===== config.mk =====
export PLATFORM = sky130hd
export DESIGN_NAME = result_drain
export DESIGN_NICKNAME = d
export VERILOG_FILES = /design/src/rtl/result_drain_pkg.sv /design/src/rtl/result_drain_fifo.sv /design/src/rtl/result_drain.sv
export SDC_FILE = /design/constraint.sdc
export NUM_CORES = 1
export LEC_CHECK = 0
export ABC_AREA = 1
export CAP_MARGIN = 40
export CORE_AREA = 2 2 88 90
export DETAILED_ROUTE_END_ITERATION = 10
export DIE_AREA = 0 0 90 92
export PLACE_DENSITY = 0.87
export SYNTH_ARGS = -nofsm -noshare
export SYNTH_HDL_FRONTEND = slang
export SYNTH_SLANG_ARGS = --single-unit

===== constraint.sdc =====
create_clock -name clk -period 4.3 [get_ports clk]
set_input_delay 0.645 -clock clk [delete_from_list [all_inputs] [get_ports clk]]
set_output_delay 0.645 -clock clk [all_outputs]
set_load 0.02 [all_outputs]

===== src/rtl/result_drain_pkg.sv =====
// Shared widths, FSM state encodings and helpers for the result drain stage.
package result_drain_pkg;

    localparam int unsigned EXTEND_WORD_SIZE = 16;
    localparam int unsigned GBUFF_INDX_SIZE  = 8;
    localparam int unsigned DIM_W            = 4;
    localparam int unsigned TOTAL_W          = 8;

    typedef enum logic [1:0] {
        DRAIN_IDLE  = 2'd0,
        DRAIN_RUN   = 2'd1,
        DRAIN_FLUSH = 2'd2,
        DRAIN_DONE  = 2'd3
    } drain_state_e;

    // Number of result words for an m x n matrix (max 15*15 = 225 fits in 8 bits).
    function automatic logic [TOTAL_W-1:0] drain_total(input logic [DIM_W-1:0] rows,
                                                       input logic [DIM_W-1:0] cols);
        return TOTAL_W'(rows) * TOTAL_W'(cols);
    endfunction

endpackage


===== src/rtl/result_drain_fifo.sv =====
// First-word-fall-through synchronous FIFO buffering words returned by GBUFF_OUT.
module drain_fifo #(
    parameter int unsigned DEPTH = 2,
    parameter int unsigned WIDTH = 16
) (
    input  logic                         clk,
    input  logic                         rst_n,
    input  logic                         push,
    input  logic [WIDTH-1:0]             push_data,
    input  logic                         pop,
    output logic [WIDTH-1:0]             head,
    output logic [$clog2(DEPTH+1)-1:0]   count,
    output logic                         empty,
    output logic                         full
);

    localparam int unsigned CNT_W = $clog2(DEPTH + 1);
    localparam int unsigned AW    = (DEPTH > 1) ? $clog2(DEPTH) : 1;

    logic [WIDTH-1:0] mem_q [DEPTH];
    logic [WIDTH-1:0] mem_d [DEPTH];
    logic [AW-1:0]    wr_ptr_q, wr_ptr_d;
    logic [AW-1:0]    rd_ptr_q, rd_ptr_d;
    logic [CNT_W-1:0] count_q, count_d;
    logic             push_ok_c;
    logic             pop_ok_c;

    function automatic logic [AW-1:0] next_ptr(input logic [AW-1:0] p);
        return (p == AW'(DEPTH - 1)) ? '0 : p + AW'(1);
    endfunction

    // A push into a full FIFO is legal only when the head leaves in the same cycle.
    assign pop_ok_c  = pop && (count_q != '0);
    assign push_ok_c = push && ((count_q < CNT_W'(DEPTH)) || pop_ok_c);

    always_comb begin
        mem_d    = mem_q;
        wr_ptr_d = wr_ptr_q;
        rd_ptr_d = rd_ptr_q;
        if (push_ok_c) begin
            mem_d[wr_ptr_q] = push_data;
            wr_ptr_d        = next_ptr(wr_ptr_q);
        end
        if (pop_ok_c) begin
            rd_ptr_d = next_ptr(rd_ptr_q);
        end
        count_d = count_q + CNT_W'(push_ok_c) - CNT_W'(pop_ok_c);
    end

    always_ff @(posedge clk or negedge rst_n) begin
        if (!rst_n) begin
            for (int i = 0; i < int'(DEPTH); i++) begin
                mem_q[i] <= '0;
            end
            wr_ptr_q <= '0;
            rd_ptr_q <= '0;
            count_q  <= '0;
        end else begin
            mem_q    <= mem_d;
            wr_ptr_q <= wr_ptr_d;
            rd_ptr_q <= rd_ptr_d;
            count_q  <= count_d;
        end
    end

    assign head  = mem_q[rd_ptr_q];
    assign count = count_q;
    assign empty = (count_q == '0);
    assign full  = (count_q == CNT_W'(DEPTH));

endmodule


===== src/rtl/result_drain.sv =====
// Reads the m x n result matrix out of GBUFF_OUT in row-major order and streams it on valid/ready.
module result_drain
    import result_drain_pkg::*;
#(
    parameter int unsigned DATA_W     = EXTEND_WORD_SIZE,
    parameter int unsigned IDX_W      = GBUFF_INDX_SIZE,
    parameter int unsigned FIFO_DEPTH = 2
) (
    input  logic              clk,
    input  logic              rst,
    input  logic              start,
    input  logic [DIM_W-1:0]  m,
    input  logic [DIM_W-1:0]  n,
    output logic [IDX_W-1:0]  gb_index,
    output logic              gb_wr_en,
    input  logic [DATA_W-1:0] gb_data,
    output logic [DATA_W-1:0] out_data,
    output logic              out_valid,
    input  logic              out_ready,
    output logic              out_last,
    output logic              busy,
    output logic              done
);

    localparam int unsigned CNT_W = $clog2(FIFO_DEPTH + 1);
    localparam int unsigned CR_W  = CNT_W + 1;

    drain_state_e       state_q, state_d;
    logic [TOTAL_W-1:0] total_q, total_d;
    logic [TOTAL_W-1:0] beat_cnt_q, beat_cnt_d;
    logic [IDX_W-1:0]   rd_ptr_q, rd_ptr_d;
    logic               inflight_q, inflight_d;
    logic               busy_q, busy_d;
    logic               done_q, done_d;

    logic [CNT_W-1:0]   fifo_count;
    logic               fifo_empty;
    logic               fifo_full;
    logic               pop_c;
    logic               rd_issue_c;
    logic [CR_W-1:0]    credit_c;
    logic               drained_c;

    drain_fifo #(
        .DEPTH (FIFO_DEPTH),
        .WIDTH (DATA_W)
    ) u_fifo (
        .clk       (clk),
        .rst_n     (rst),
        .push      (inflight_q),
        .push_data (gb_data),
        .pop       (pop_c),
        .head      (out_data),
        .count     (fifo_count),
        .empty     (fifo_empty),
        .full      (fifo_full)
    );

    assign pop_c = !fifo_empty && out_ready;

    // Words buffered plus the read in flight, after this cycle's pop, bound the next issue.
    assign credit_c  = CR_W'(fifo_count) + CR_W'(inflight_q) - CR_W'(pop_c);
    assign drained_c = !inflight_q && ((CR_W'(fifo_count) - CR_W'(pop_c)) == '0);

    always_comb begin
        state_d    = state_q;
        total_d    = total_q;
        beat_cnt_d = beat_cnt_q;
        rd_ptr_d   = rd_ptr_q;
        rd_issue_c = 1'b0;

        if (pop_c) begin
            beat_cnt_d = beat_cnt_q + TOTAL_W'(1);
        end

        case (state_q)
            DRAIN_IDLE: begin
                if (start) begin
                    total_d    = drain_total(m, n);
                    rd_ptr_d   = '0;
                    beat_cnt_d = '0;
                    state_d    = (total_d == '0) ? DRAIN_DONE : DRAIN_RUN;
                end
            end
            DRAIN_RUN: begin
                if (credit_c < CR_W'(FIFO_DEPTH)) begin
                    rd_issue_c = 1'b1;
                    rd_ptr_d   = rd_ptr_q + IDX_W'(1);
                    if (rd_ptr_q == IDX_W'(total_q - TOTAL_W'(1))) begin
                        state_d = DRAIN_FLUSH;
                    end
                end
            end
            DRAIN_FLUSH: begin
                if (drained_c) begin
                    state_d = DRAIN_DONE;
                end
            end
            DRAIN_DONE: begin
                state_d = DRAIN_IDLE;
            end
            default: begin
                state_d = DRAIN_IDLE;
            end
        endcase

        inflight_d = rd_issue_c;
        // An empty drain reports busy for its single DONE cycle; otherwise busy ends as done rises.
        busy_d     = (state_d == DRAIN_RUN) || (state_d == DRAIN_FLUSH) ||
                     ((state_d == DRAIN_DONE) && (total_d == '0));
        done_d     = (state_d == DRAIN_DONE);
    end

    always_ff @(posedge clk or negedge rst) begin
        if (!rst) begin
            state_q    <= DRAIN_IDLE;
            total_q    <= '0;
            beat_cnt_q <= '0;
            rd_ptr_q   <= '0;
            inflight_q <= 1'b0;
            busy_q     <= 1'b0;
            done_q     <= 1'b0;
        end else begin
            state_q    <= state_d;
            total_q    <= total_d;
            beat_cnt_q <= beat_cnt_d;
            rd_ptr_q   <= rd_ptr_d;
            inflight_q <= inflight_d;
            busy_q     <= busy_d;
            done_q     <= done_d;
        end
    end

    assign gb_index  = rd_ptr_q;
    assign gb_wr_en  = 1'b0;
    assign out_valid = !fifo_empty;
    assign out_last  = out_valid && (beat_cnt_q == (total_q - TOTAL_W'(1)));
    assign busy      = busy_q;
    assign done      = done_q;

    no_overflow_a: assert property (@(posedge clk) disable iff (!rst)
        !(fifo_full && inflight_q && !pop_c));

endmodule


==> impl_metrics.py, run 1 <==
metrics = {
    "logic_synthesis": {
        "synth_top_area_share_pct": 42.55,
        "synth_area_um2": 3822,
        "synth_edf_count": 0,
        "async_flop_share_pct": 100.0,
        "yosysUniqueCellTypes": 31,
        "syn_inst": 514,
        "synthFlopType": "dfrtp_1",
        "syn-num-nets": 566,
        "synth_area_leaders": "dfrtp_1 43%, nand2_1 17%, inv_1 7.9%",
        "yosysTopAreaCell": "dfrtp_1",
        "synth.ff_latch_count": 65,
        "ys_warn_count": 0,
        "yosysMostFrequentCell": "nand2_1",
        "avgSynthCellArea_um2": 7.437,
        "synth_common_cells": "170 x nand2_1, 80 x inv_1, 65 x dfrtp_1, 44 x o21ai_0, 38 x nor2_1",
        "ys_seq_area_share_pct": 42.55,
    },
    "detailed_routing": {
        "antenna_left": 0,
        "dr_total_vias": 3425,
        "drc_errors": 0,
        "avgViaCountPerCell": 5.059,
        "first_iter_violations": 154,
        "routed_wl_um": 8415,
        "routedWlPerCell_um": 12.43,
        "dr.pass1.iters": 5,
    },
    "setup_path": {
        "end_kind": "flip-flop",
        "critPathRequiredTime_ns": 4.59,
        "critPathArrivalTime_ns": 4.19,
        "critPathKind": "in -> reg",
        "rr_worst_depth": 17,
        "r2r_slack_ns": 1.01,
        "rr_endpoint": "busy",
        "critPathMaxFanout": 4,
        "r2r_start": "u_fifo.count[1]",
        "cp-start-kind": "primary input",
    },
    "timing": {
        "setup_viol": 0,
        "fin_skew_ns": 0.01192,
        "finalSetupTns_ns": 0,
        "slew_violations": 0,
        "slew_headroom_pct": 41.07,
        "tightest_slew_ns": 0.8818,
        "rsz0062_at_grt": "no",
        "period_minus_slack_ns": 3.901,
        "hold_violations": 0,
        "finalCritPeriodShare_pct": 90.71,
        "fmax_mhz": 256.4,
    },
    "placed_design": {
        "place.detailed.instances": 661,
        "port_buffers": 55,
        "hpwlAfterDp_um": 6409,
        "gp_congestion": 0.9161,
    },
    "die": {
        "dieArea_um2": 8280,
        "rows": 32,
        "core-area_um2": 7447,
        "die_y_um": 92,
        "die_width_um": 90,
        "initial_core_util_pct": 51.33,
        "num_io_pins": 57,
    },
    "clock_tree": {
        "hold_buffers": 0,
        "path_clk_slew_ns": 0.08,
        "cts_resized": 0,
        "cts_setup_buffers": 0,
        "numCtsBuffers": 9,
        "cts_root_buf": "clkbuf_8",
        "htreeDepth": 3,
        "cts_buffer_depth": 2,
        "clkLatencyLatePin_ns": 0.34,
        "tritoncts": "done",
        "cts_sinks": 65,
    },
    "pwr": {
        "power-per-cell-area_nw_per_um2": 649.8,
        "ir_drop_mv": 0.4071,
        "p_leak_uw": 0.002440,
    },
    "finish": {
        "nFillCells": 651,
        "n_antenna_cell": 0,
        "final_cells": 677,
        "fin_nets": 622,
        "drive_gt1_share_pct": 5.043,
        "syn_to_final_growth_pct": 21.77,
    },
    "global_route": {
        "grt_pass1_wl_um": 14720,
        "grt_pass1_vias": 3333,
        "overflow": 0,
        "grtUsageTotal_pct": 21.71,
        "grt_max_degree": 33,
        "antenna_found_initial": 0,
    },
    "job": {
        "cap_violations": 0,
    },
    "run_status": {
        "status": "finished clean",
    },
    "min_path": {
        "hold_class": "in -> async",
    },
}
power breakdown:
| group | internal, uW | leakage (uW) | total (uW) | switching, uW |
|---|---|---|---|---|
| combinational | 598 | 0.00152 | 1490 | 890 |
| sequential | 861 | 0.000836 | 1070 | 207 |
| clock | 240 | 0.0000846 | 469 | 229 |
| total | 1700 | 0.00244 | 3020 | 1330 |
sequential cells by signal, indices dropped and copies added, names as in the netlist:
name / flops
gb_index: 8
total_q: 8
beat_cnt_q: 8
u_fifo.wr_ptr_q: 1
u_fifo.rd_ptr_q: 1
inflight_q: 1
u_fifo.mem_q: 32
state_q: 2
u_fifo.count: 2
busy: 1
done: 1
per-layer routing:
metal / part of all wire (%) / vias to the layer above / routed length (um) / track usage [%]
li1: - / 1711 / - / -
met1: 43 / 1607 / 3652 / 26.87
met2: 50 / 95 / 4187 / 37.97
met3: 5.6 / 12 / 473 / 5.177
met4: 1.2 / 0 / 102 / 6.282
met5: 0 / - / 0 / 0
cell families (layout without fill, tap and decap cells):
| kind of cell | Yosys count | in the layout | share of synthesized area [%] |
|---|---|---|---|
| simple gates | 251 | 251 | 26.91 |
| buf+inv | 93 | 154 | 9.296 |
| compound gates | 69 | 69 | 9.427 |
| flops | 65 | 65 | 42.55 |
| fa+ha+maj | 24 | 24 | 8.838 |
| xor+xnor | 11 | 11 | 2.881 |
| other cells | 1 | 1 | 0.09811 |
metrics by stage:
stage	instance area (um^2)	util [%]	hold WS (ns)	power, uW	setup WS (ns)
finish	4654	62.50	0.2124	3024	0.3994
global route	4654	62.50	0.2170	3286	0.1979
CTS	4654	62.50	0.1938	3036	0.3983
detailed placement	4472	60.05	0.4731	2557	0.02046
global placement	4452	59.78	0.4665	2492	0.2156
floorplan	3822	-	0.3494	2035	0.9101
worst max path at each step:
stage,slack (ns),start,end
after global routing,0.20,m[0],busy
after floorplan,0.91,n[3],busy
after detailed placement,0.02,n[3],busy
after CTS,0.40,n[3],busy
after global placement,0.22,n[3],busy
final,0.40,m[1],busy
cell type report:
class                   instances  area, um^2  share of cell area [%]
flip-flops and latches         65        1627                   34.95
multi-input cells             356        1841                   39.54
inverters                      81       304.0                   6.532
repair buffers                 57       573.1                   12.31
well taps                     102       127.6                   2.742
clock inverters                 4       27.53                  0.5914
clock buffers                  12       155.1                   3.333
worst max-delay path, cell delays in order:
cell and delay, ns:
clkdlybuf4s50_1 0.55, nand2_1 0.10, fa_1 0.50, fa_1 0.54
fa_1 0.47, o21ai_0 0.27, xor2_1 0.14, nor3_1 0.21
nor2_1 0.06, a21oi_1 0.19, ha_1 0.20, nand4_1 0.09
nor2_1 0.12, nand2_1 0.06, nand2_1 0.05
cell usage in the layout, fill, tap and decap left out, types with 2 or more instances in the layout:
cell type / n
nand2_1: 170
inv_1: 80
dfrtp_1: 65
clkdlybuf4s50_1: 54
o21ai_0: 44
nor2_1: 38
nand3_1: 24
ha_1: 19
a21oi_1: 13
clkbuf_8: 11
xor2_1: 8
nor3_1: 6
o21ai_1: 5
fa_1: 5
nor3_2: 3
nand4_1: 3
clkinvlp_4: 3
nor2_2: 2
nand2_2: 2
a31oi_1: 2
xnor2_1: 2
or2_2: 2
Power figures use the tool's default switching activity.
==> inputs of run 2 (changes only) <==
--- a/config.mk
+++ b/config.mk
@@ -5,12 +5,12 @@
 export SDC_FILE = /design/constraint.sdc
 export NUM_CORES = 1
 export LEC_CHECK = 0
-export ABC_AREA = 1
 export CAP_MARGIN = 40
 export CORE_AREA = 2 2 88 90
 export DETAILED_ROUTE_END_ITERATION = 10
 export DIE_AREA = 0 0 90 92
-export PLACE_DENSITY = 0.87
+export PLACE_DENSITY = 0.86
+export SKIP_CTS_REPAIR_TIMING = 1
 export SYNTH_ARGS = -nofsm -noshare
 export SYNTH_HDL_FRONTEND = slang
 export SYNTH_SLANG_ARGS = --single-unit
==> run 2 against run 1 <==
  * Non-clock buffer count up 3
  * First-iteration DRC count down 55%
  * Sequential power is 7% higher
  * Flip-flop and latch count did not move
  * Global-route usage decreased by 2.4 points
  * Register-to-register slack worse by 0.30 ns
  * Routed wire length fell by 12%
  * Critical path type unchanged
==> impl_metrics.py, run 2 <==
metrics = {
    "run_status": {
        "status": "finished clean",
    },
    "logic_synthesis": {
        "yosysTopAreaCell": "dfrtp_1",
        "synth_edf_count": 0,
        "synth_top_area_share_pct": 43.32,
        "ys_warn_count": 0,
        "syn-num-nets": 399,
        "syn_inst": 347,
        "yosysMostFrequentCell": "dfrtp_1",
        "synthFlopType": "dfrtp_1",
        "async_flop_share_pct": 100.0,
        "synth.ff_latch_count": 65,
        "synth_area_um2": 3755,
        "yosysUniqueCellTypes": 53,
        "synth_common_cells": "65 x dfrtp_1, 35 x nand2_1, 27 x nor2_1, 26 x mux2_1, 22 x mux2_2",
        "synth_area_leaders": "dfrtp_1 43%, mux2_1 7.8%, mux2_2 6.6%",
        "avgSynthCellArea_um2": 10.82,
        "ys_seq_area_share_pct": 43.32,
    },
    "setup_path": {
        "critPathKind": "in -> reg",
        "r2r_slack_ns": 0.71,
        "critPathRequiredTime_ns": 4.57,
        "rr_endpoint": "busy",
        "cp-start-kind": "primary input",
        "rr_worst_depth": 15,
        "r2r_start": "u_fifo.count[1]",
        "end_kind": "flip-flop",
        "critPathArrivalTime_ns": 4.23,
        "critPathMaxFanout": 4,
    },
    "global_route": {
        "busiest_layer": "met2",
        "use_met1_pct": 22.71,
        "grt_pass1_vias": 2790,
        "grt_max_degree": 61,
        "overflow": 0,
        "grtUsageMet3_pct": 3.615,
        "antenna_found_initial": 0,
        "use_met2_pct": 34.15,
        "grt_pass1_wl_um": 12910,
        "grtUsageTotal_pct": 19.35,
    },
    "die": {
        "num_io_pins": 57,
        "core-area_um2": 7447,
        "dieArea_um2": 8280,
        "die_width_um": 90,
        "die_y_um": 92,
        "rows": 32,
        "initial_core_util_pct": 50.42,
    },
    "finish": {
        "final_common_cell": "dfrtp_1",
        "syn_to_final_growth_pct": 23.29,
        "final_cells": 514,
        "final_cell_mix": "65 x dfrtp_1, 54 x clkdlybuf4s50_1, 35 x nand2_1",
        "largest_reg_flops": 32,
        "fin_nets": 459,
        "largest-register": "u_fifo.mem_q",
        "drive_gt1_share_pct": 13.35,
        "n_antenna_cell": 0,
        "final_util_pct": 62.16,
        "fin_area_um2": 4629,
    },
    "timing": {
        "hold_violations": 0,
        "finalSetupTns_ns": 0,
        "slew_violations": 0,
        "finalCritPeriodShare_pct": 92.15,
        "fin_skew_ns": 0.008916,
        "period_minus_slack_ns": 3.962,
        "slew_headroom_pct": 49.88,
        "fmax_mhz": 252.4,
        "rsz0062_at_grt": "no",
        "setup_viol": 0,
        "tightest_slew_ns": 0.7500,
    },
    "detailed_routing": {
        "routedWlPerCell_um": 14.43,
        "avgViaCountPerCell": 5.276,
        "first_iter_violations": 70,
        "antenna_left": 0,
        "drc_errors": 0,
        "dr.pass1.iters": 5,
        "dr_total_vias": 2712,
        "routed_wl_um": 7418,
    },
    "job": {
        "cap_violations": 0,
    },
    "clock_tree": {
        "cts_root_buf": "clkbuf_8",
        "tritoncts": "done",
        "htreeDepth": 3,
        "clkLatencyLatePin_ns": 0.33,
        "path_clk_slew_ns": 0.07,
        "numCtsBuffers": 9,
        "cts_sinks": 65,
        "cts_buffer_depth": 2,
    },
    "placed_design": {
        "port_buffers": 55,
        "hpwlAfterDp_um": 5558,
        "gp_congestion": 0.8209,
        "dpl_cell_area_um2": 4419,
        "place.detailed.instances": 498,
    },
    "pwr": {
        "p_leak_uw": 0.002049,
        "finalPower_uw": 3338,
        "ir_drop_mv": 0.2658,
        "power-per-cell-area_nw_per_um2": 721.0,
    },
    "min_path": {
        "hold_class": "in -> async",
    },
}
==> run 2: cell count changes after synthesis, sizes merged, moves of 6 or more <==
cell,delta
mux2,+48
nand3,-16
xnor2,+15
nor3,-6
inv,-63
nor2,-14
o21ai,-36
nand2,-136
a21oi,-8
xor2,+13
and2,+9
==> run 2: metal layers <==
metal / vias up / part of all wire [%]
met3: 17 / 4.0
met2: 74 / 51
met5: - / 0
met4: 0 / 2.4
met1: 1312 / 43
li1: 1309 / -
==> run 2: final cells by class <==
type | count | area (um^2)
Clock buffer | 10 | 127.6
Clock inverter | 6 | 82.58
Fill cell | 558 | 2818
Inverter | 18 | 67.56
Multi-Input combinational cell | 253 | 2014
Sequential cell | 65 | 1627
Tap cell | 102 | 127.6
Timing Repair Buffer | 60 | 583.1
==> run 2: worst max-delay path by stage <==
| stage | cells past startpoint | end | start |
|---|---|---|---|
| finish | 13 | busy | n[3] |
| global route | 13 | busy | m[0] |
| CTS | 13 | busy | m[0] |
| detailed placement | 13 | busy | m[0] |
| global placement | 13 | busy | n[3] |
| floorplan | 12 | busy | n[3] |
==> run 2: where the power goes <==
part	internal (uW)	switching, uW
combinational	849	792
clock	323	221
sequential	878	275
==> run 2: stage by stage <==
stage / hold WS [ns] / worst slack (ns)
floorplan: 0.3494 / 0.7763
global placement: 0.4630 / 0.1410
detailed placement: 0.4703 / -0.01910
CTS: 0.1020 / 0.3272
global route: 0.1020 / 0.07596
finish: 0.1145 / 0.3378
==> run 2: kinds of logic after synthesis <==
family	after synthesis	share of synthesized area, %
DFF	65	43.32
and+or+nand+nor	107	14.60
other	1	0.09987
buffers and inverters	29	3.165
muxes	51	15.20
AOI/OAI and AO/OA	32	5.365
xor gates and xnor gates	38	9.264
adders and majority gates	24	8.997
==> run 2: critical path: stages <==
cell and delay (ns):
clkdlybuf4s50_1 0.52, nand2_1 0.10, fa_1 0.52, fa_1 0.54, fa_1 0.47, xor2_1 0.18, nand3_1 0.13, nor4_1 0.29
a32oi_1 0.14, nand2b_1 0.11, ha_1 0.16, nor4b_1 0.23, a41o_1 0.21
==> inputs of run 3 (changes only) <==
--- a/config.mk
+++ b/config.mk
@@ -10,6 +10,7 @@
 export DETAILED_ROUTE_END_ITERATION = 10
 export DIE_AREA = 0 0 90 92
 export PLACE_DENSITY = 0.86
+export SETUP_SLACK_MARGIN = 0.5
 export SKIP_CTS_REPAIR_TIMING = 1
 export SYNTH_ARGS = -nofsm -noshare
 export SYNTH_HDL_FRONTEND = slang
==> run 3 against run 2 <==
  * Utilization rose by 0.66 points
  * Sequential power about the same
  * Largest power group unchanged
  * Routed wire length is 1.5% higher
  * Die area stayed put
  * Power up 0.26%
  * Clock power about the same
  * Final area grew 1.1%
  * Critical path depth up 2
  * Sequential share of layout area fell by 0.37 points
==> impl_metrics.py, run 3 (synthesis results as in run 2) <==
metrics = {
    "min_path": {
        "hold_class": "in -> async",
    },
    "finish": {
        "drive_gt1_share_pct": 14.81,
        "n_antenna_cell": 0,
        "fin_nets": 459,
        "syn_to_final_growth_pct": 24.59,
        "largest-register": "u_fifo.mem_q",
        "final_cells": 514,
        "final_cell_mix": "65 x dfrtp_1, 48 x clkdlybuf4s50_1, 35 x nand2_1",
        "fin_area_um2": 4678,
        "final_common_cell": "dfrtp_1",
        "largest_reg_flops": 32,
    },
    "die": {
        "rows": 32,
        "num_io_pins": 57,
        "die_width_um": 90,
        "initial_core_util_pct": 50.42,
        "die_y_um": 92,
        "core-area_um2": 7447,
        "dieArea_um2": 8280,
    },
    "clock_tree": {
        "numCtsBuffers": 9,
        "clkLatencyLatePin_ns": 0.34,
        "tritoncts": "done",
        "cts_root_buf": "clkbuf_8",
        "cts_buffer_depth": 2,
        "cts_sinks": 65,
        "path_clk_slew_ns": 0.07,
        "htreeDepth": 3,
    },
    "setup_path": {
        "critPathBufInv": 2,
        "cpLargestDelayFamily": "adder cells",
        "r2r_start": "u_fifo.count[1]",
        "cp_common_cell": "ha_1",
        "rr_endpoint": "busy",
        "critPathRequiredTime_ns": 4.52,
        "rr_worst_depth": 15,
        "critPathKind": "in -> reg",
        "end_kind": "flip-flop",
        "critPathSlowestCell": "clkdlybuf4s50_1",
        "cp-start-kind": "primary input",
        "slowest_delay_ns": 0.51,
        "critPathArrivalTime_ns": 3.82,
        "critPathMaxFanout": 4,
        "worstPathCellList": "clkdlybuf4s50_1 -> nand2_1 -> fa_1 -> inv_1 -> ha_1 -> ha_1 -> nor2b_1 -> o21ai_0 -> nand2b_1 -> xnor2_1 -> a32oi_1 -> nand2b_1 -> ha_1 -> nor4b_2 -> a41o_1",
        "r2r_slack_ns": 0.82,
    },
    "pwr": {
        "ir_drop_mv": 0.2658,
        "switching_power_uw": 1294,
        "power-per-cell-area_nw_per_um2": 715.3,
        "p_seq_share_pct": 34.4,
        "internal-power_uw": 2053,
        "p_comb_share_pct": 49.3,
        "p_leak_uw": 0.002108,
        "p_clk_share_pct": 16.3,
        "sw_frac_of_total_pct": 38.66,
    },
    "detailed_routing": {
        "drc_errors": 0,
        "first_iter_violations": 70,
        "antenna_left": 0,
        "avgViaCountPerCell": 5.267,
        "routedWlPerCell_um": 14.65,
        "routed_wl_um": 7531,
        "dr_total_vias": 2707,
        "dr.pass1.iters": 4,
    },
    "timing": {
        "setup_viol": 0,
        "fin_skew_ns": 0.008576,
        "slew_violations": 0,
        "fmax_mhz": 277.8,
        "worst_slack_ns": 0.7002,
        "hold_violations": 0,
        "period_minus_slack_ns": 3.600,
        "slew_headroom_pct": 49.91,
        "tightest_slew_ns": 0.7496,
        "rsz0062_at_grt": "no",
        "finalCritPeriodShare_pct": 83.72,
    },
    "placed_design": {
        "place.detailed.instances": 498,
        "dpl_cell_area_um2": 4419,
        "gp_congestion": 0.8209,
        "hpwlAfterDp_um": 5558,
        "dp_slack_ns": -0.01910,
        "port_buffers": 55,
    },
    "global_route": {
        "grt_pass1_vias": 2790,
        "grt_pass1_wl_um": 12910,
        "overflow": 0,
        "grt_max_degree": 61,
        "grtUsageTotal_pct": 19.35,
        "antenna_found_initial": 0,
    },
    "job": {
        "cap_violations": 0,
    },
    "run_status": {
        "status": "finished clean",
    },
}
[run 3: cell types whose count changed in the layout (fill, tap and decap cells not counted), sizes merged]
cell / delta
dlymetal6s2s: +6
clkdlybuf4s50: -6
[run 3: power groups by stage]
stage | combinational [uW] | sequential (uW) | clock [uW]
floorplan | 1160 | 1070 | 0
finish | 1650 | 1150 | 544
CTS | 1650 | 1150 | 558
global placement | 1600 | 1130 | 0
detailed placement | 1640 | 1160 | 0
global route | 1800 | 1190 | 587
[run 3: worst register-to-register path, cell delays in order, from the launching register on]
cell and delay (ns):
dfrtp_1 0.45, or2_1 0.29, nand2_1 0.11, inv_2 0.07, ha_1 0.29, inv_1 0.08
nand2_1 0.07, fa_1 0.38, xnor2_1 0.19, and4b_1 0.27, o2111ai_1 0.14, nor4_2 0.29
a21oi_1 0.12, ha_1 0.23, nor4b_2 0.15, a41o_1 0.24
[run 3: worst max path at each step]
| stage | start | end | slack [ns] | cells after the start |
|---|---|---|---|---|
| 2_1_floorplan | n[3] | busy | 0.78 | 12 |
| 3_3_place_gp | n[3] | busy | 0.14 | 13 |
| 3_5_place_dp | m[0] | busy | -0.02 | 13 |
| 4_1_cts | m[0] | busy | 0.33 | 13 |
| 5_1_grt | m[3] | busy | 0.52 | 14 |
| 6_report | m[3] | busy | 0.70 | 15 |
[run 3: layout make-up]
type	instances	area (um^2)
repair buffers	60	598.1
clock buffers	10	127.6
fillers	550	2769
multi-input cells	253	2048
flip-flops and latches	65	1627
well taps	102	127.6
inverters	18	67.56
clock inverters	6	82.58
[run 3: stage by stage]
stage	TNS [ns]	total power (uW)	hold WS (ns)	util [%]
after floorplan	0	2227	0.3494	-
after global placement	0	2730	0.4630	59.34
after detailed placement	-0.01910	2801	0.4703	59.34
after CTS	0	3362	0.1020	62.16
after global routing	0	3584	0.1020	62.82
final	0	3346	0.1135	62.82
[run 3: routing by layer]
metal  global-route usage, %  up-vias  routed length, um
li1                        -     1305                  -
met1                   22.71     1308               3155
met2                   34.15       77               3890
met3                   3.615       17                303
met4                   9.487        0                182
met5                       0        -                  0
